[src/rtl/pipeline_hazard_ctrl_pkg.sv]
// Shared types and constants for the RV32I hazard controller: forwarding
// select codes, memory-wait FSM state encodings and the stage-control bundle.
package pipeline_hazard_ctrl_pkg;

    localparam int REG_W   = 5;
    localparam int NUM_OPS = 2;

    localparam logic [1:0] FWD_RF  = 2'b00;
    localparam logic [1:0] FWD_WB  = 2'b01;
    localparam logic [1:0] FWD_MEM = 2'b10;

    typedef enum logic {
        HZ_IDLE     = 1'b0,
        HZ_MEM_WAIT = 1'b1
    } hz_state_e;

    typedef struct packed {
        logic stall_f;
        logic stall_d;
        logic stall_e;
        logic stall_m;
        logic flush_d;
        logic flush_e;
        logic flush_m;
        logic flush_w;
    } hz_ctl_t;

    // Writeback source seen by the EX stage (MEM or WB pipeline register).
    typedef struct packed {
        logic [REG_W-1:0] rd;
        logic             reg_write;
    } wb_src_t;

    // MEM beats WB because it holds the younger result; x0 never forwards.
    function automatic logic [1:0] fwd_sel(input logic [REG_W-1:0] rs,
                                           input wb_src_t          mem,
                                           input wb_src_t          wb);
        if (mem.reg_write && (mem.rd != '0) && (mem.rd == rs))
            return FWD_MEM;
        else if (wb.reg_write && (wb.rd != '0) && (wb.rd == rs))
            return FWD_WB;
        return FWD_RF;
    endfunction

endpackage

[src/rtl/pipeline_hazard_ctrl_fwd.sv]
// EX-stage operand forwarding selects; one instance serves both ALU operands.
module hazard_fwd_unit
    import pipeline_hazard_ctrl_pkg::*;
(
    input  wb_src_t                          mem_src,
    input  wb_src_t                          wb_src,
    input  logic [NUM_OPS-1:0][REG_W-1:0]    ex_rs,
    output logic [NUM_OPS-1:0][1:0]          fwd
);

    for (genvar g = 0; g < NUM_OPS; g++) begin : g_op
        assign fwd[g] = fwd_sel(ex_rs[g], mem_src, wb_src);
    end

endmodule

[src/rtl/pipeline_hazard_ctrl.sv]
// Central hazard controller: stage stall/flush, forwarding selects and the
// data-memory wait FSM with watchdog. Define HAZARD_PERF_EN for perf counters.
module pipeline_hazard_ctrl
    import pipeline_hazard_ctrl_pkg::*;
#(
    parameter int TIMEOUT_CYC = 255,
    parameter int CNT_W       = 16
) (
    input  logic             clk,
    input  logic             rst_n,
    input  logic [REG_W-1:0] id_rs1,
    input  logic [REG_W-1:0] id_rs2,
    input  logic             id_rs1_used,
    input  logic             id_rs2_used,
    input  logic             id_jal,
    input  logic [REG_W-1:0] ex_rs1,
    input  logic [REG_W-1:0] ex_rs2,
    input  logic [REG_W-1:0] ex_rd,
    input  logic             ex_reg_write,
    input  logic             ex_mem_read,
    input  logic             ex_br_taken,
    input  logic             ex_jalr,
    input  logic [REG_W-1:0] mem_rd,
    input  logic             mem_reg_write,
    input  logic [REG_W-1:0] wb_rd,
    input  logic             wb_reg_write,
    input  logic             mem_req,
    input  logic             mem_ack,
    output logic             stall_f,
    output logic             stall_d,
    output logic             stall_e,
    output logic             stall_m,
    output logic             flush_d,
    output logic             flush_e,
    output logic             flush_m,
    output logic             flush_w,
    output logic [1:0]       fwd_a,
    output logic [1:0]       fwd_b,
    output logic             mem_busy,
    output logic             mem_timeout
`ifdef HAZARD_PERF_EN
    ,
    output logic [31:0]      perf_stall_cyc,
    output logic [31:0]      perf_flush_evt
`endif
);

    localparam logic [CNT_W-1:0] TMO = CNT_W'(TIMEOUT_CYC);

    hz_state_e        state_q, state_d;
    logic [CNT_W-1:0] cnt_q, cnt_d;
    logic             mem_stall;
    logic             load_use;
    hz_ctl_t          ctl;

    // State register
    always_ff @(posedge clk) begin
        if (!rst_n) state_q <= HZ_IDLE;
        else        state_q <= state_d;
    end

    // Next-state logic
    always_comb begin
        state_d = state_q;
        case (state_q)
            HZ_IDLE:     if (mem_req && !mem_ack) state_d = HZ_MEM_WAIT;
            HZ_MEM_WAIT: if (mem_ack)             state_d = HZ_IDLE;
            default:                              state_d = HZ_IDLE;
        endcase
    end

    // Wait counter is zero outside MEM_WAIT, so entry and exit both clear it.
    always_comb begin
        cnt_d = '0;
        if (state_q == HZ_MEM_WAIT && !mem_ack)
            cnt_d = (cnt_q == TMO) ? cnt_q : cnt_q + CNT_W'(1);
    end

    always_ff @(posedge clk) begin
        if (!rst_n) begin
            cnt_q       <= '0;
            mem_timeout <= 1'b0;
        end else begin
            cnt_q <= cnt_d;
            if (state_q == HZ_MEM_WAIT && cnt_d == TMO)
                mem_timeout <= 1'b1;
        end
    end

    assign load_use = ex_mem_read && (ex_rd != '0) &&
                      ((id_rs1_used && id_rs1 == ex_rd) ||
                       (id_rs2_used && id_rs2 == ex_rd));

    // Output logic; the memory stall releases in the ack cycle itself.
    always_comb begin
        mem_busy  = (state_q == HZ_MEM_WAIT);
        mem_stall = (state_q == HZ_IDLE) ? (mem_req && !mem_ack) : !mem_ack;
        ctl       = '0;
        if (mem_stall) begin
            ctl.stall_f = 1'b1;
            ctl.stall_d = 1'b1;
            ctl.stall_e = 1'b1;
            ctl.stall_m = 1'b1;
            ctl.flush_w = 1'b1;
        end else if (ex_br_taken || ex_jalr) begin
            // A redirect held in EX by a memory stall lands here once it frees.
            ctl.flush_d = 1'b1;
            ctl.flush_e = 1'b1;
        end else if (load_use) begin
            ctl.stall_f = 1'b1;
            ctl.stall_d = 1'b1;
            ctl.flush_e = 1'b1;
        end else if (id_jal) begin
            ctl.flush_d = 1'b1;
        end
    end

    assign stall_f = ctl.stall_f;
    assign stall_d = ctl.stall_d;
    assign stall_e = ctl.stall_e;
    assign stall_m = ctl.stall_m;
    assign flush_d = ctl.flush_d;
    assign flush_e = ctl.flush_e;
    assign flush_m = ctl.flush_m;
    assign flush_w = ctl.flush_w;

    logic [NUM_OPS-1:0][REG_W-1:0] ex_rs;
    logic [NUM_OPS-1:0][1:0]       fwd;
    wb_src_t                       mem_src, wb_src;

    assign ex_rs   = {ex_rs2, ex_rs1};
    assign mem_src = '{rd: mem_rd, reg_write: mem_reg_write};
    assign wb_src  = '{rd: wb_rd,  reg_write: wb_reg_write};

    hazard_fwd_unit u_fwd (
        .mem_src (mem_src),
        .wb_src  (wb_src),
        .ex_rs   (ex_rs),
        .fwd     (fwd)
    );

    assign fwd_a = fwd[0];
    assign fwd_b = fwd[1];

    // ex_reg_write is carried for interface symmetry; forwarding keys off MEM/WB.
    logic unused_ok;
    assign unused_ok = ex_reg_write;

`ifdef HAZARD_PERF_EN
    always_ff @(posedge clk) begin
        if (!rst_n) begin
            perf_stall_cyc <= '0;
            perf_flush_evt <= '0;
        end else begin
            if (ctl.stall_f || ctl.stall_d || ctl.stall_e || ctl.stall_m)
                perf_stall_cyc <= perf_stall_cyc + 32'd1;
            if (ctl.flush_e)
                perf_flush_evt <= perf_flush_evt + 32'd1;
        end
    end
`endif

endmodule

[config.mk]
export PLATFORM = sky130hd
export DESIGN_NAME = pipeline_hazard_ctrl
export DESIGN_NICKNAME = d
export VERILOG_FILES = /design/src/rtl/pipeline_hazard_ctrl_pkg.sv /design/src/rtl/pipeline_hazard_ctrl_fwd.sv /design/src/rtl/pipeline_hazard_ctrl.sv
export SDC_FILE = /design/constraint.sdc
export NUM_CORES = 1
export LEC_CHECK = 0
export BUFFER_PORTS_ARGS = -buffer_cell sky130_fd_sc_hd__buf_4
export CORE_MARGIN = 5
export CORE_UTILIZATION = 49
export CTS_BUF_LIST = sky130_fd_sc_hd__clkbuf_4 sky130_fd_sc_hd__clkbuf_8
export DETAILED_ROUTE_END_ITERATION = 8
export HOLD_SLACK_MARGIN = 0.06
export PLACE_DENSITY = 0.78
export RECOVER_POWER = 100
export SLEW_MARGIN = 20
export SYNTH_ARGS = -nofsm -noshare
export SYNTH_HDL_FRONTEND = slang
export SYNTH_SLANG_ARGS = --single-unit
[constraint.sdc]
create_clock -name clk -period 2.57 [get_ports clk]
set_clock_uncertainty 0.15 [all_clocks]
set_input_delay 0.3855 -clock clk [delete_from_list [all_inputs] [get_ports clk]]
set_output_delay 0.3855 -clock clk [all_outputs]
set_load 0.005 [all_outputs]
; ---- After elaboration in Yosys (flattened, before gate mapping)
; Cells that the tools add are included.
; W data, S select, Z words.
[word_totals]
register_bits = 18
in_bits = 48
elab_cells = 58
[classes]
reduce_logical = 19
n_eq_ne = 8
n_bitwise = 1
add_sub_neg = 1
n_mux = 26
[ops]
columns = op, n
row1 = $eq A16 B8 Y1 const B, 2
row2 = $mux W16, 2
row3 = $eq A5 B5 Y1, 6
row4 = $mux W2, 12
row5 = $add A16 B1 Y16 const B, 1
row6 = $reduce_bool A5 Y1, 3
row7 = $logic_and A1 B1 Y1, 13
row8 = $mux W1, 11
row9 = $logic_or A1 B1 Y1, 2
row10 = $pmux W1 S2, 1
row11 = $logic_not A1 Y1, 1
row12 = $not A1 Y1, 1

; ---- Logic depth before layout (Yosys ltp)
[logic_depth]
ltp_word = 7
ltp_mapped = 7
depth_no_buf = 7

; ---- Hierarchy
; A second synthesis with hierarchy kept.
[hier_totals]
hier_cells = 171
hier_area_um2 = 1462.7
[modules_own_cells]
columns = mod, area_each_um2, instances, cells_per_inst
row1 = pipeline_hazard_ctrl, 1192.4, 1, 137
row2 = hazard_fwd_unit, 270.3, 1, 34

; ---- Worst setup path before layout
; No wires, ideal clock.
[synth_timing]
path_type = in2out
start = input port ex_rd[2]
end = output port stall_f
t_arrival_ns = 1.575
path_slack_ns = 0.459
path_buffers = 1
cell_stages = 6
path_cell_list = xor2_1 > nor4_1 > and3_1 > o221ai_1 > o32ai_1 > buf_4
[synth_via]
elab_chain_cells = 7
[synth_rtl]
columns = item, line_no
row1 = start: declaration, pipeline_hazard_ctrl.sv:18  ; input logic [REG_W-1:0] ex_rd,
row2 = "$eq A5 B5 Y1, on equally long branches", "pipeline_hazard_ctrl.sv:91, pipeline_hazard_ctrl.sv:92"
row3 = "$logic_and A1 B1 Y1, on equally long branches", "pipeline_hazard_ctrl.sv:91, pipeline_hazard_ctrl.sv:92"
row4 = $logic_or A1 B1 Y1, pipeline_hazard_ctrl.sv:91  ; ((id_rs1_used && id_rs1 == ex_rd) ||
row5 = $logic_and A1 B1 Y1 (*), pipeline_hazard_ctrl.sv:90  ; assign load_use = ex_mem_read && (ex_rd != '0) &&
row6 = $mux W2 (*), pipeline_hazard_ctrl.sv:109  ; end else if (load_use) begin
row7 = $mux W2 (*), pipeline_hazard_ctrl.sv:105  ; end else if (ex_br_taken || ex_jalr) begin
row8 = $mux W2 (*), pipeline_hazard_ctrl.sv:99  ; if (mem_stall) begin
row9 = end: declaration, pipeline_hazard_ctrl.sv:29  ; output logic stall_f,
; Mark *: on every way between the ends. The rest lies on a longest branch, timed or not.

; ---- Worst setup path after layout
[layout_timing]
start = input port mem_rd[0]
end = output port fwd_b[0]
[layout_via]
elab_chain_cells = 5
[layout_rtl]
columns = item, line_no
row1 = start: declaration, pipeline_hazard_ctrl.sv:23  ; input logic [REG_W-1:0] mem_rd,
row2 = $reduce_bool A5 Y1, pipeline_hazard_ctrl_pkg.sv:38  ; if (mem.reg_write && (mem.rd != '0) && (mem.rd == rs))
row3 = $logic_and A1 B1 Y1, pipeline_hazard_ctrl_pkg.sv:38
row4 = $logic_and A1 B1 Y1 (*), pipeline_hazard_ctrl_pkg.sv:38
row5 = $mux W2 or $mux W1 (tied branches), pipeline_hazard_ctrl_pkg.sv:38
row6 = $mux W2 (*), pipeline_hazard_ctrl_pkg.sv:42  ; return FWD_RF;
row7 = end: declaration, pipeline_hazard_ctrl.sv:38  ; output logic [1:0] fwd_b,
; Marked as above.

==> reports/metrics.csv <==
stage,metric,value,unit
final_layout,layout cells sized above 1,0.303,
synthesis,post-synthesis simple-gate area fraction,0.310,
floorplan,Rows,19,
sta,"Slew Viols, Final",0,
hold_path,worst hold-check path type,primary input to register,
outcome,status,"complete, no violations",
detailed_routing,antenna-violating nets left,0,
synthesis,Compound-Gate Fraction of Synth Area,0.106,
pwr,final total power,0.596,mW
grt,largest net degree at the start of global routing,15,
clocking,CTS tree,yes,
worst_setup_path,critical path data arrival time,1.93,ns
final_layout,fin util,0.671,
final_layout,fin cells,262,
clocking,"Setup Fix Bufs, Post-CTS",0,
sta,period utilisation layout,0.958,
sta,Slew HR,0.638,
grt,grt total ovfl,0,
pwr,leakage,0.737,nW
sta,Worst-Margin Slew,0.538,ns
clocking,clk sink count,18,
final_layout,n_diodes,0,
synthesis,Main synth FF type,dfxtp_1,
floorplan,chip height,64.5,microns
hold_path,min-delay src,rst_n,
worst_setup_path,CP endpoint kind,output port,
worst_setup_path,FF-to-FF setup slack,0.23,ns
final_layout,Area growth syn-to-layout,29.3,%
floorplan,die width,64.5,microns
worst_setup_path,R2R depth,7,
detailed_routing,Routed WL per cell,14.7,microns
synthesis,synth unique cells,43,
detailed_routing,Remaining DRCs,0,
clocking,CTS clock-pin slew for the worst setup and hold paths,0.11,ns
floorplan,Ports,62,
synthesis,syn_area_per_cell,8.27,sq um
sta,Setup TNS,0,ns
grt,first-pass GRT wire length,6.39,mm
hold_path,worst hold path endpoint,mem_busy$_SDFF_PN0_,
place,DP HPWL,3.06,mm
synthesis,Post-Synth Adder-Cell Area,0.00859,
sta,endpoints failing setup,0,
sta,fmax,406,MHz
synthesis,Post-Synth XOR/XNOR Area,0.259,
synthesis,Post-synth EDFFs,0,
hold_path,Hold Path Depth,2,
synthesis,register area share after synthesis,0.247,
synthesis,largest family of logic cells by synthesized area,simple AND/OR/NAND/NOR gates,
place,"worst slack, placed",0.161,ns
floorplan,die area,4160,sq um
place,placed cells,258,
clocking,Hold Buf Count CTS,0,
detailed_routing,Initial DRC Count,86,
sta,final setup margin,0.109,ns
clocking,Clock Latency Late Sink,0.30,ns
grt,Total GRT Usage,0.188,
synthesis,"FFs w/ async S/R, synth",0,
detailed_routing,Vias,1492,
worst_setup_path,Worst R2R End,mem_timeout$_SDFFE_PN0P_,
pwr,Peak VDD IR,0.229,mV
clocking,Bufs on Longest Clock Path,2,
clocking,post-cts resize count,0,
pwr,pwr dens,317,nW/um^2
synthesis,count of yosys warnings during synthesis,0,
clocking,CTS Root Cell,clkbuf_4,
detailed_routing,via/cell ratio,5.69,
floorplan,Initial Util,0.519,
worst_setup_path,Critical Path RT,2.03,ns
clocking,CTS buffer count,3,
grt,vias in the first global route,1452,
grt,initial antenna violation count,0,
sta,Final Hold Vio Count,0,
worst_setup_path,CP Launch Point,mem_rd[0],
final_layout,Layout Nets,281,
synthesis,Synthesized Nets,225,
sta,RSZ-0062 raised after global routing,false,
worst_setup_path,R2R Path Start,cnt_q[0]$_SDFF_PN0_,
worst_setup_path,worst-path fanout max,3,
synthesis,post-synthesis mux area share,0.0215,
clocking,H-tree Lvls,1,
place,RD Place Congestion,0.836,
synthesis,Syn Inst Count,176,
synthesis,synthesized area,1460,sq um
job,maxcap violations,0,
detailed_routing,first-pass detailed-route iteration total,4,
place,PortBufs,59,
worst_setup_path,startpoint types,primary input,
sta,crit path time final,2.46,ns
detailed_routing,drt total wl,3.86,mm
worst_setup_path,Crit Path Class,primary input to output port,
floorplan,Core Footprint,2810,sq um
final_layout,fill cell count,234,
synthesis,"FF+latch count, synth",18,
-- kinds of logic (layout without fill, tap and decap cells) --
logic type,after synthesis,after routing
AOI/OAI and AO/OA,21,21
adders and majority gates,1,1
DFF,18,18
other,1,1
buffers and inverters,11,66
and+or+nand+nor,78,78
muxes,3,3
xor gates and xnor gates,43,43
-- critical path: stages --
cell and delay (ns):
clkbuf_1 0.12, or4_1 0.52, o21ai_0 0.25, nor4_1 0.12
nor4_1 0.35, buf_4 0.17
-- cell usage after synthesis, types with 2 or more instances --
| cell | n | share of area |
|---|---|---|
| xnor2_1 | 17 | 0.10 |
| nor3_1 | 4 | 0.014 |
| and2_1 | 2 | 0.0086 |
| nor2_1 | 22 | 0.057 |
| nand4_1 | 2 | 0.0086 |
| inv_1 | 2 | 0.0052 |
| a21oi_1 | 4 | 0.014 |
| or4_1 | 5 | 0.026 |
| xor2_1 | 26 | 0.16 |
| buf_4 | 6 | 0.031 |
| a31oi_1 | 3 | 0.013 |
| dfxtp_1 | 18 | 0.25 |
| nor4_1 | 10 | 0.043 |
| nand2_1 | 8 | 0.021 |
| o21ai_0 | 3 | 0.010 |
| and3_1 | 4 | 0.017 |
| mux2i_1 | 2 | 0.014 |
| nand3_2 | 2 | 0.014 |
| buf_2 | 2 | 0.0069 |
| and3_2 | 2 | 0.010 |
| nand3_1 | 10 | 0.034 |
-- worst max-delay path by stage --
stage	slack (ns)	endpoint	cells after the start
3_5_place_dp	0.16	fwd_b[0]	6
2_1_floorplan	0.46	stall_f	6
3_3_place_gp	0.21	fwd_b[0]	6
4_1_cts	0.16	fwd_b[0]	6
6_report	0.11	fwd_b[0]	6
5_1_grt	0.03	fwd_b[0]	6
-- cells in the final DEF (no fill, tap or decap), types with 3 or more instances in the layout --
cell type / netlist / routed
a21oi_1: 4 / 4
a31oi_1: 3 / 3
and3_1: 4 / 4
buf_4: 6 / 51
clkbuf_4: 0 / 10
dfxtp_1: 18 / 18
nand2_1: 8 / 8
nand3_1: 10 / 11
nor2_1: 22 / 22
nor3_1: 4 / 4
nor4_1: 10 / 11
o21ai_0: 3 / 3
or4_1: 5 / 5
xnor2_1: 17 / 17
xor2_1: 26 / 26
-- sequential cells by signal (all words and copies together), names as in the netlist --
| signal | flops |
|---|---|
| cnt_q | 16 |
| mem_busy | 1 |
| mem_timeout | 1 |
-- area by class of cell --
| class | instances | area, sq um | share of cell area |
|---|---|---|---|
| Timing Repair Buffer | 60 | 443 | 0.235 |
| Clock buffer | 4 | 36.3 | 0.0193 |
| Inverter | 2 | 7.51 | 0.00399 |
| Tap cell | 31 | 38.8 | 0.0206 |
| Multi-Input combinational cell | 147 | 997 | 0.530 |
| Sequential cell | 18 | 360 | 0.191 |
-- stage by stage --
step                      instance area (sq um)  hold WS (ns)
after floorplan                            1460         0.324
after global placement                     1890         0.314
after CTS                                  1920         0.165
after detailed placement                   1890         0.320
after global routing                       1880         0.156
final                                      1880         0.163
-- report_power, final --
group          total (mW)  leakage, nW  internal [mW]  switching [mW]
combinational       0.141        0.571         0.0835          0.0572
clock               0.175       0.0210         0.0864          0.0885
sequential          0.281        0.145          0.280         0.00110
-- metal layers --
| layer | share of wire | vias up | global-route usage |
|---|---|---|---|
| met4 | 0.020 | 0 | 0.0897 |
| met5 | 0 | - | 0 |
| met1 | 0.42 | 684 | 0.222 |
| met2 | 0.48 | 64 | 0.320 |
| li1 | - | 732 | - |
| met3 | 0.079 | 12 | 0.0484 |
No activity file was read; power rests on OpenSTA's default activity.
